## config.mk

```make
export PLATFORM = sky130hd
export DESIGN_NAME = lsu
export DESIGN_NICKNAME = d
export VERILOG_FILES = /design/src/rtl/mips_pkg.sv /design/src/rtl/lsu_lane_fmt.sv /design/src/rtl/lsu.sv
export SDC_FILE = /design/constraint.sdc
export NUM_CORES = 1
export LEC_CHECK = 0
export CORE_MARGIN = 10
export CORE_UTILIZATION = 46
export CTS_CLUSTER_DIAMETER = 40
export DETAILED_ROUTE_END_ITERATION = 10
export PLACE_DENSITY_LB_ADDON = 0.05
export SYNTH_ARGS = -nofsm -noshare
export SYNTH_HDL_FRONTEND = slang
export SYNTH_HIERARCHICAL = 1
export SYNTH_SLANG_ARGS = --single-unit
export TNS_END_PERCENT = 30
```

## constraint.sdc

```tcl
create_clock -name clk -period 4.6 [get_ports clk]
set_clock_uncertainty 0.1 [all_clocks]
set_input_delay 0.92 -clock clk [delete_from_list [all_inputs] [get_ports clk]]
set_output_delay 0.92 -clock clk [all_outputs]
set_load 0.05 [all_outputs]
```

## src/rtl/mips_pkg.sv

```systemverilog
// mips_pkg: shared MIPS datapath definitions used by the load/store unit.
// Holds memory-op encodings, LSU state encoding, byte-enable constants and op screening helpers.
package mips_pkg;

  localparam logic [3:0] MEM_LB  = 4'b0000;
  localparam logic [3:0] MEM_LH  = 4'b0001;
  localparam logic [3:0] MEM_LW  = 4'b0011;
  localparam logic [3:0] MEM_LBU = 4'b0100;
  localparam logic [3:0] MEM_LHU = 4'b0101;
  localparam logic [3:0] MEM_SB  = 4'b1000;
  localparam logic [3:0] MEM_SH  = 4'b1001;
  localparam logic [3:0] MEM_SW  = 4'b1011;

  // Access size lives in mem_op[1:0]; mem_op[2] marks unsigned loads, mem_op[3] marks stores.
  localparam logic [1:0] SZ_BYTE = 2'b00;
  localparam logic [1:0] SZ_HALF = 2'b01;
  localparam logic [1:0] SZ_WORD = 2'b11;

  localparam logic [3:0] BE_NONE = 4'b0000;
  localparam logic [3:0] BE_BYTE = 4'b0001;
  localparam logic [3:0] BE_HALF = 4'b0011;
  localparam logic [3:0] BE_WORD = 4'b1111;

  typedef enum logic [1:0] {
    ST_IDLE   = 2'b00,
    ST_ACCESS = 2'b01,
    ST_DONE   = 2'b10
  } lsu_state_e;

  function automatic logic op_legal(input logic [3:0] op);
    case (op)
      MEM_LB, MEM_LH, MEM_LW, MEM_LBU, MEM_LHU,
      MEM_SB, MEM_SH, MEM_SW: op_legal = 1'b1;
      default:                op_legal = 1'b0;
    endcase
  endfunction

  function automatic logic op_misaligned(input logic [3:0] op, input logic [1:0] off);
    case (op[1:0])
      SZ_HALF: op_misaligned = off[0];
      SZ_WORD: op_misaligned = (off != 2'b00);
      default: op_misaligned = 1'b0;
    endcase
  endfunction

  function automatic logic [1:0] align_off(input logic [3:0] op, input logic [1:0] off);
    case (op[1:0])
      SZ_HALF: align_off = {off[1], 1'b0};
      SZ_WORD: align_off = 2'b00;
      default: align_off = off;
    endcase
  endfunction

endpackage

```

## src/rtl/lsu_lane_fmt.sv

```systemverilog
// lsu_lane_fmt: combinational lane steering for the LSU.
// Produces byte enables and replicated store data, and extracts/extends load data.
module lsu_lane_fmt
  import mips_pkg::*;
(
  input  logic [3:0]  op,
  input  logic [1:0]  off,
  input  logic [31:0] wdata,
  input  logic [31:0] rdata,
  output logic [3:0]  be,
  output logic [31:0] wdata_rep,
  output logic [31:0] rdata_fmt
);

  logic [7:0]  byte_s;
  logic [15:0] half_s;

  // Byte enables and store-data replication by access size
  always_comb begin
    be        = BE_NONE;
    wdata_rep = 32'h0000_0000;
    case (op[1:0])
      SZ_BYTE: begin
        be        = BE_BYTE << off;
        wdata_rep = {4{wdata[7:0]}};
      end
      SZ_HALF: begin
        be        = BE_HALF << {off[1], 1'b0};
        wdata_rep = {2{wdata[15:0]}};
      end
      SZ_WORD: begin
        be        = BE_WORD;
        wdata_rep = wdata;
      end
      default: begin
        be        = BE_NONE;
        wdata_rep = 32'h0000_0000;
      end
    endcase
  end

  // Little-endian lane select
  always_comb begin
    byte_s = rdata[7:0];
    case (off)
      2'b00:   byte_s = rdata[7:0];
      2'b01:   byte_s = rdata[15:8];
      2'b10:   byte_s = rdata[23:16];
      2'b11:   byte_s = rdata[31:24];
      default: byte_s = rdata[7:0];
    endcase
    if (off[1]) begin
      half_s = rdata[31:16];
    end else begin
      half_s = rdata[15:0];
    end
  end

  // Load extension; stores return zero
  always_comb begin
    rdata_fmt = 32'h0000_0000;
    if (op[3]) begin
      rdata_fmt = 32'h0000_0000;
    end else begin
      case (op[1:0])
        SZ_BYTE: rdata_fmt = op[2] ? {24'h00_0000, byte_s} : {{24{byte_s[7]}}, byte_s};
        SZ_HALF: rdata_fmt = op[2] ? {16'h0000, half_s} : {{16{half_s[15]}}, half_s};
        SZ_WORD: rdata_fmt = rdata;
        default: rdata_fmt = 32'h0000_0000;
      endcase
    end
  end

endmodule

```

## src/rtl/lsu.sv

```systemverilog
// lsu: MIPS load/store unit running one byte/half/word access on a req/ack bus with timeout.
// Define LSU_MISALIGN_EXC_EN to trap misaligned accesses instead of forcing alignment.
module lsu
  import mips_pkg::*;
#(
  parameter int TIMEOUT_CYC = 255
) (
  input  logic        clk,
  input  logic        rst,
  input  logic        start,
  input  logic [3:0]  mem_op,
  input  logic [31:0] addr,
  input  logic [31:0] wdata,
  output logic        busy,
  output logic        done,
  output logic [31:0] rdata_out,
  output logic        addr_err,
  output logic        bus_err,
  output logic        m_req,
  output logic        m_we,
  output logic [31:0] m_addr,
  output logic [3:0]  m_be,
  output logic [31:0] m_wdata,
  input  logic        m_ack,
  input  logic [31:0] m_rdata
);

  localparam int CW = $clog2(TIMEOUT_CYC + 1);

  lsu_state_e    state_r;
  lsu_state_e    state_next_s;
  logic [3:0]    op_r;
  logic [1:0]    off_r;
  logic [29:0]   addr_r;
  logic [31:0]   wdata_r;
  logic [31:0]   rdata_r;
  logic [CW-1:0] cnt_r;
  logic          addr_err_r;
  logic          bus_err_r;

  logic          bad_s;
  logic [1:0]    off_s;
  logic          timeout_s;
  logic [3:0]    be_s;
  logic [31:0]   wdata_rep_s;
  logic [31:0]   rdata_fmt_s;

  lsu_lane_fmt u_lane_fmt (
    .op        (op_r),
    .off       (off_r),
    .wdata     (wdata_r),
    .rdata     (m_rdata),
    .be        (be_s),
    .wdata_rep (wdata_rep_s),
    .rdata_fmt (rdata_fmt_s)
  );

  // Request screening: illegal ops always trap; misalignment traps or is masked off
  always_comb begin
    bad_s = 1'b0;
    off_s = addr[1:0];
`ifdef LSU_MISALIGN_EXC_EN
    bad_s = !op_legal(mem_op) || op_misaligned(mem_op, addr[1:0]);
    off_s = addr[1:0];
`else
    bad_s = !op_legal(mem_op);
    off_s = align_off(mem_op, addr[1:0]);
`endif
  end

  assign timeout_s = (cnt_r == CW'(TIMEOUT_CYC));

  // State register
  always_ff @(posedge clk or posedge rst) begin
    if (rst) begin
      state_r <= ST_IDLE;
    end else begin
      state_r <= state_next_s;
    end
  end

  // Next-state logic; an ack in the timeout cycle still completes normally
  always_comb begin
    state_next_s = state_r;
    case (state_r)
      ST_IDLE: begin
        if (start) begin
          state_next_s = bad_s ? ST_DONE : ST_ACCESS;
        end else begin
          state_next_s = ST_IDLE;
        end
      end
      ST_ACCESS: begin
        if (m_ack || timeout_s) begin
          state_next_s = ST_DONE;
        end else begin
          state_next_s = ST_ACCESS;
        end
      end
      ST_DONE: state_next_s = ST_IDLE;
      default: state_next_s = ST_IDLE;
    endcase
  end

  // Request latch, timeout counter and result capture
  always_ff @(posedge clk or posedge rst) begin
    if (rst) begin
      op_r       <= 4'b0000;
      off_r      <= 2'b00;
      addr_r     <= 30'h0000_0000;
      wdata_r    <= 32'h0000_0000;
      rdata_r    <= 32'h0000_0000;
      cnt_r      <= {CW{1'b0}};
      addr_err_r <= 1'b0;
      bus_err_r  <= 1'b0;
    end else begin
      case (state_r)
        ST_IDLE: begin
          cnt_r <= {CW{1'b0}};
          if (start) begin
            op_r       <= mem_op;
            off_r      <= off_s;
            addr_r     <= addr[31:2];
            wdata_r    <= wdata;
            rdata_r    <= 32'h0000_0000;
            addr_err_r <= bad_s;
            bus_err_r  <= 1'b0;
          end
        end
        ST_ACCESS: begin
          if (m_ack) begin
            rdata_r <= rdata_fmt_s;
          end else if (timeout_s) begin
            rdata_r   <= 32'h0000_0000;
            bus_err_r <= 1'b1;
          end else begin
            cnt_r <= cnt_r + CW'(1);
          end
        end
        ST_DONE: begin
          rdata_r    <= 32'h0000_0000;
          addr_err_r <= 1'b0;
          bus_err_r  <= 1'b0;
        end
        default: begin
          rdata_r    <= 32'h0000_0000;
          addr_err_r <= 1'b0;
          bus_err_r  <= 1'b0;
        end
      endcase
    end
  end

  // Outputs decoded from registered state; bus fields are quiet outside ACCESS
  always_comb begin
    busy      = (state_r != ST_IDLE);
    done      = (state_r == ST_DONE);
    m_req     = (state_r == ST_ACCESS);
    rdata_out = 32'h0000_0000;
    addr_err  = 1'b0;
    bus_err   = 1'b0;
    m_we      = 1'b0;
    m_addr    = 32'h0000_0000;
    m_be      = BE_NONE;
    m_wdata   = 32'h0000_0000;
    if (state_r == ST_DONE) begin
      rdata_out = rdata_r;
      addr_err  = addr_err_r;
      bus_err   = bus_err_r;
    end else if (state_r == ST_ACCESS) begin
      m_we    = op_r[3];
      m_addr  = {addr_r, 2'b00};
      m_be    = be_s;
      m_wdata = op_r[3] ? wdata_rep_s : 32'h0000_0000;
    end else begin
      rdata_out = 32'h0000_0000;
    end
  end

endmodule

```

* Word level (Yosys, flattened, before mapping)
Memory sizes are Yosys's and may differ from the RTL's. Index checks and enable logic that the tools add are counted.
Word-level totals: memory bits (read-only) 16, input port bits 104, memories 1, bits in registers 112, output and inout port bits 106
Memories:
- (name not given) | words 16, bits a word 1, read ports 1, clocked after Yosys merged registers in 0, wr ports 0, line mips_pkg.sv:31 | case (op)
Operators by class: reduce and logical (&&, ||, !) cells 12, equality and inequality tests 15, bitwise operators 1, multiplexer cells 38, shift-type cells 2, add/subtract/negate cells 1
Operators by type and width (count):
- $mux 32 | 12
- $pmux 32 s3 | 2
- $pmux 32 s2 | 1
- $pmux 8 s4 | 1
- $mux 16 | 1
- $mux 8 | 2
- $pmux 8 s2 | 1
- $pmux 4 s3 | 1
- $eq 2x2->1 const B | 5
- $add 8x1->8 const B | 1
- $eq 2x1->1 const B | 4
- $eq 8x8->1 const B | 1
- $mux 1 | 8
- $mux 4 | 2
- $pmux 2 s2 | 2
- $logic_not 2->1 | 3
- $mux 2 | 3
- $ne 2x2->1 const B | 3
- $reduce_and 2->1 | 3
- $reduce_and 3->1 | 2
- $pmux 1 s2 | 2
- $reduce_bool 2->1 | 2
- $shl 1x2->4 const A | 1
- $shl 2x2->4 const A | 1
- 5 further kinds | 5

* Depth between registers and ports, before layout
Gate-level depths: netlist (run 1).
word-level depth 7, gate-level depth with buffers 7, mapped depth without buffers 5

* By module
Netlist (run 1), hierarchy kept.
By module, submodules not included:
- lsu | cells each 410, area each 5063.6 sq um, times used 1
- lsu_lane_fmt | cells each 195, area each 1182.4 sq um, times used 1

* Worst setup path after synthesis (run 1)
OpenSTA, ideal clock, no wires.
path type reg2out, start reg state_r[1], end out m_addr[19], buffers on the path 1, stages on the path, launching flop included 5, arrival 1.855 ns, slack 1.725 ns, path through dfrtp_1 > nand2b_1 > inv_2 > clkbuf_1 > and2_1
On the way: cells in the longest elaborated chain, start to end 3, elaborated cells between the ends (all ways) 4, those cells by class eq/ne (2); mux (2)
RTL lines:
- from (decl) | line lsu.sv:30 | lsu_state_e state_r;
- from (signal assigned) | line lsu.sv:78 | state_r <= state_next_s;
- $eq 2x1->1
- net m_req | line lsu.sv:19 | output logic m_req,
- $mux 32 | line lsu.sv:170 | end else if (state_r == ST_ACCESS) begin
- $mux 32 | line lsu.sv:166 | if (state_r == ST_DONE) begin
- to (decl) | line lsu.sv:21 | output logic [31:0] m_addr,
The timed path passes the listed nets, and every way through them passes these cells.

* Final worst setup path (run 1)
start reg op_r[1], end out m_be[3]
On the way: cells in the longest elaborated chain, start to end 4, elaborated cells between the ends (all ways) 6, those cells by class eq/ne (2); mux (3); reduce/logical (1)
RTL lines:
- from (decl) | line lsu.sv:32 | logic [3:0] op_r;
- from (signal assigned) | line lsu.sv:121 | op_r <= mem_op;
- $eq 2x2->1, or another cell as far along | line lsu_lane_fmt.sv:22 | case (op[1:0])
- $pmux 4 s3 * | line lsu_lane_fmt.sv:22
- net be_s[3] | line lsu.sv:44 | logic [3:0] be_s;
- $mux 4 * | line lsu.sv:170
- $mux 4 * | line lsu.sv:166
- to (decl) | line lsu.sv:22 | output logic [3:0] m_be,
The timed path passes the listed nets; every way through them passes the cells marked *.

==> results.md, run 1 <==
- Status: complete, no violations
- Setup-failing EPs final: 0
- Max_cap viols: 0
- Seq/Total Area, Yosys: 44.9%
- PostCTS Resize Cnt: 0
- Residual DRC: 0
- Gr ovfl total: 0
- YS warnings: 6
- Layout area overhead: 41.7%
- Register area: 2800 um^2
- Max Slew Vio Count: 0
- Synth Instances: 605
- Layout fillers: 1020
- Io pins: 210
- Critical path launch point type: register
- Top-area cell type share of the netlist area: 44.9%
- Row Count: 42
- Final WL: 19.5 mm
- Htree depth: 3
- Cts hold-fix bufs: 0
- Layout cells sized above 1: 17.6%
- Worst hold stages: 1
- TritonCTS buffer count: 9
- Leading area contributor after synthesis: dfrtp_1
- Largest net degree at the start of global routing: 80
- Post-synthesis register bit count: 112
- Final period util: 85.6%
- Die area: 18600 um^2
- Peak VDD IR: 227 uV
- Routed vias/inst: 5.58
- HPWL Detailed: 14.1 mm
- Worst-skew pair later-pin latency: 350 ps
- Clk sinks: 112
- Synth area leaders: dfrtp_1 (45%), mux2_2 (14%), and2_1 (7.0%), a22o_1 (5.7%), and3_1 (3.3%)
- Clk pin slew, worst setup/hold paths: 80 ps
- Initial Utilization: 47.0%
- Top FF cell, synth: dfrtp_1
- Global placer's final weighted congestion: 0.893
- RSZ-0062 raised after global routing: no
- Commonest non-fill, non-tap cell in the layout: clkdlybuf4s50_1
- Vias: 5406
- CP max FO: 26
- Distinct cells, synth: 51
- Post-DRT Antenna Nets: 0
- CP Class: register to output pin
- Avg Cell Area, Syn: 10.3 um^2
- Mapped Area: 6250 um^2
- Deepest clock path buffer count: 2
- Drt first pass iters: 6
- DR WL/cell: 20.2 um
- Number of synthesized flops with an enable pin: 0
- Overall die width: 137 um
- First-pass GRT wire length: 30.0 mm
- PwrDens: 450 nW/um^2
- Initial antenna violation count: 1
- Final min period: 3940 ps
- Core area: 13300 um^2
- Total power: 3.99 mW
- Critical Path AT: 2920 ps
- Required time of the critical path: 3580 ps
- Multi-input gate area in the final layout: 3130 um^2
- 1st-iter DRT viols: 462
- Vias in the first global route: 5573
- Final #Nets: 891
- Die Ht: 137 um
- Rel. slew slack: 32.0%
- Port Buffer Count: 207
- Worst reg2reg path depth: 6
- Slew @ Worst Pin: 1020 ps
- CTS tree: yes
- Post-CTS Setup Repair Bufs: 0
- Most frequent cells in the layout: clkdlybuf4s50_1 (191), dfrtp_1 (112), mux2_2 (79)
- Setup TNS: 0 ps
- Worst setup EP type: output pin
- GR Util All Layers: 20.3%
- Leak: 3.79 nW
- Class of the worst hold path: register to register
- Ys async rst share: 100%
- Fmax: 254 MHz
- Root buffer cell: clkbuf_16
- Final-report hold violation count: 0
-- path summary, 6_finish.rpt --
kind,startpoint,to,slack [ps]
worst max-delay path,op_r[1],m_be[3],660
worst min-delay path,addr_r[15],addr_r[15],390
worst max register to register,state_r[1],rdata_r[16],1960
worst min register to register,addr_r[15],addr_r[15],390
max in group asynchronous,rst,wdata_r[24],2520
min in group asynchronous,rst,cnt_r[2],1040
-- kinds of logic (layout without fill, tap and decap cells) --
kind of cell	Yosys count	in the layout	synth area share (%)
xor gates and xnor gates	1	1	0.140
adders and majority gates	1	1	0.200
other	1	4	0.0600
and+or+nand+nor	187	187	17.0
buffers and inverters	68	253	5.19
AOI/OAI and AO/OA	142	142	15.9
muxes	93	93	16.6
DFF	112	112	44.9
-- layout make-up --
| class | instances | area share, % |
|---|---|---|
| inverter | 19 | 0.834 |
| antenna | 2 | 0.0565 |
| sequential | 112 | 31.7 |
| tap | 176 | 2.49 |
| multi-input combinational | 426 | 35.4 |
| clock buffer | 11 | 2.74 |
| clock inverter | 5 | 0.692 |
| timing repair buffer | 218 | 26.1 |
-- sequential cells by signal (all words and copies together), names as in the netlist --
name / count
addr_err_r: 1
addr_r: 30
bus_err_r: 1
cnt_r: 8
off_r: 2
op_r: 4
rdata_r: 32
state_r: 2
wdata_r: 32
-- per-layer routing --
metal / share of wire, % / GRT usage (%)
met1: 41 / 24.9
met2: 47 / 32.6
met3: 11 / 7.33
met4: 1.4 / 6.57
met5: 0 / 0
-- synthesized netlist by cell type, drive strengths merged (7+ instances only) --
library cell  count
and2             70
clkbuf           30
a22o             41
and3             33
nand2            31
buf              19
dfrtp           112
a222oi            7
a21oi            38
inv              19
nand3            11
o21ai            42
mux2             84
nor2             21
mux2i             9
-- power by group --
group          switching, mW  internal [mW]
combinational          0.990          0.740
clock                  0.376          0.443
sequential             0.225           1.21
-- worst max-delay path, stage by stage, from the launching register on --
cell	delay, ps
dfrtp_1	880
buf_4	410
nor2_1	100
nor2_1	210
and2_1	160
clkdlybuf4s50_1	800
-- metrics by stage --
step / std cells / util, % / hold WS, ps / setup slack (ps) / instance area [um^2]
global route: 968 / 66.6 / 411 / 510 / 8850
CTS: 967 / 66.6 / 391 / 669 / 8850
finish: 969 / 66.6 / 390 / 662 / 8850
detailed placement: 951 / 64.3 / 374 / 1070 / 8540
global placement: 951 / 64.3 / 364 / 1080 / 8540
floorplan: 606 / - / 349 / 621 / 6250
Power figures use the tool's default switching activity.
==> inputs of run 2 (changes only) <==
- CTS_BUF_LIST: default -> sky130_fd_sc_hd__clkbuf_16
==> results.md, run 2 (same netlist as run 1, synthesis figures left out) <==
- Htree depth: 3
- Final period util: 85.2%
- Overall die width: 137 um
- DR WL/cell: 20.1 um
- PwrDens: 448 nW/um^2
- Status: complete, no violations
- Routed vias/inst: 5.59
- Vias in the first global route: 5573
- CTS tree: yes
- Clk sinks: 112
- HPWL Detailed: 14.1 mm
- RR Startpoint: state_r[1]
- Max_cap viols: 0
- R2R setup slack: 1960 ps
- Largest net degree at the start of global routing: 80
- Fmax: 255 MHz
- Worst hold stages: 1
- CP Class: register to output pin
- Cts hold-fix bufs: 0
- Root buffer cell: clkbuf_16
- Post-CTS Setup Repair Bufs: 0
- Setup TNS: 0 ps
- Max Slew Vio Count: 0
- Worst-skew pair later-pin latency: 350 ps
- Drt first pass iters: 7
- Layout fillers: 1024
- Initial antenna violation count: 1
- Critical path launch point type: register
- RSZ-0062 raised after global routing: no
- Port Buffer Count: 207
- Deepest clock path buffer count: 2
- Final-report hold violation count: 0
- Peak VDD IR: 226 uV
- Vias: 5421
- Reg2reg end: rdata_r[16]
- CP max FO: 26
- GR Util All Layers: 20.3%
- Slew @ Worst Pin: 1030 ps
- Io pins: 210
- Finished Cell Area: 8840 um^2
- PostCTS Resize Cnt: 0
- Die Ht: 137 um
- Die area: 18600 um^2
- First-pass GRT wire length: 30.0 mm
- Clk pin slew, worst setup/hold paths: 80 ps
- Worst reg2reg path depth: 6
- Final #Nets: 891
- Row Count: 42
- Core area: 13300 um^2
- Residual DRC: 0
- Required time of the critical path: 3580 ps
- Gr ovfl total: 0
- Final WL: 19.5 mm
- Layout area overhead: 41.6%
- Hold Path End: addr_r[15]
- Placement Cell Area: 8540 um^2
- Setup-failing EPs final: 0
- Leak: 3.79 nW
- Worst setup EP type: output pin
- TritonCTS buffer count: 9
- Layout cells sized above 1: 17.4%
- Final min period: 3920 ps
- Most frequent cells in the layout: clkdlybuf4s50_1 (191), dfrtp_1 (112), mux2_2 (79)
- 1st-iter DRT viols: 463
- Commonest non-fill, non-tap cell in the layout: clkdlybuf4s50_1
- Worst Min Path Start: addr_r[15]
- Global placer's final weighted congestion: 0.893
- Biggest regs: rdata_r (32), wdata_r (32), addr_r (30)
- Class of the worst hold path: register to register
- Rel. slew slack: 31.4%
- Post-DRT Antenna Nets: 0
- Critical Path AT: 2900 ps
- Initial Utilization: 47.0%
## run 2: cell type report
cell class | count | area, um^2 | area share, %
Multi-Input combinational cell | 426 | 3130 | 35.4
Sequential cell | 112 | 2800 | 31.7
Timing Repair Buffer | 218 | 2310 | 26.2
Clock buffer | 9 | 225 | 2.55
Tap cell | 176 | 220 | 2.49
Inverter | 19 | 73.8 | 0.835
Clock inverter | 7 | 68.8 | 0.778
Antenna cell | 2 | 5.00 | 0.0566
## run 2: report_power, final
group	switching, mW	internal (mW)
Combinational	0.990	0.740
Clock	0.375	0.424
Sequential	0.224	1.21
Total	1.59	2.38
## run 2: how the worst max path moves through the flow
stage / start / to / slack [ps] / depth (start not counted)
6_report: op_r[1] / m_be[3] / 680 / 5
5_1_grt: op_r[1] / m_be[3] / 510 / 5
4_1_cts: op_r[1] / m_be[3] / 670 / 5
3_5_place_dp: op_r[1] / m_be[3] / 1070 / 5
3_3_place_gp: op_r[1] / m_be[3] / 1080 / 5
2_1_floorplan: rst / addr_err_r / 620 / 1
## run 2: critical path: stages, from the launching register on
cell and delay, ps:
dfrtp_1 870, buf_4 400, nor2_1 100, nor2_1 200, and2_1 150, clkdlybuf4s50_1 800
## run 2: metal layers
| metal | vias to the layer above | global-route usage (%) | part of all wire, % |
|---|---|---|---|
| met2 | 267 | 32.6 | 47 |
| met1 | 2613 | 24.9 | 41 |
| li1 | 2514 | - | - |
| met3 | 27 | 7.33 | 11 |
| met4 | 0 | 6.57 | 1.5 |
| met5 | - | 0 | 0 |
## run 2: per-stage QoR
stage / setup slack [ps] / hold WS [ps] / instances / total power [mW] / utilization [%]
after floorplan: 621 / 349 / 606 / 2.60 / -
after global placement: 1080 / 364 / 951 / 3.13 / 64.3
after detailed placement: 1070 / 374 / 951 / 3.17 / 64.3
after CTS: 669 / 391 / 967 / 3.98 / 66.5
after global routing: 510 / 411 / 968 / 4.17 / 66.5
final: 679 / 390 / 969 / 3.97 / 66.5
==> inputs of run 3 (changes only) <==
- SLEW_MARGIN: default -> 20
==> results of run 3 <==
Same layout as run 2: the final DEF is identical, and so are final timing and power.
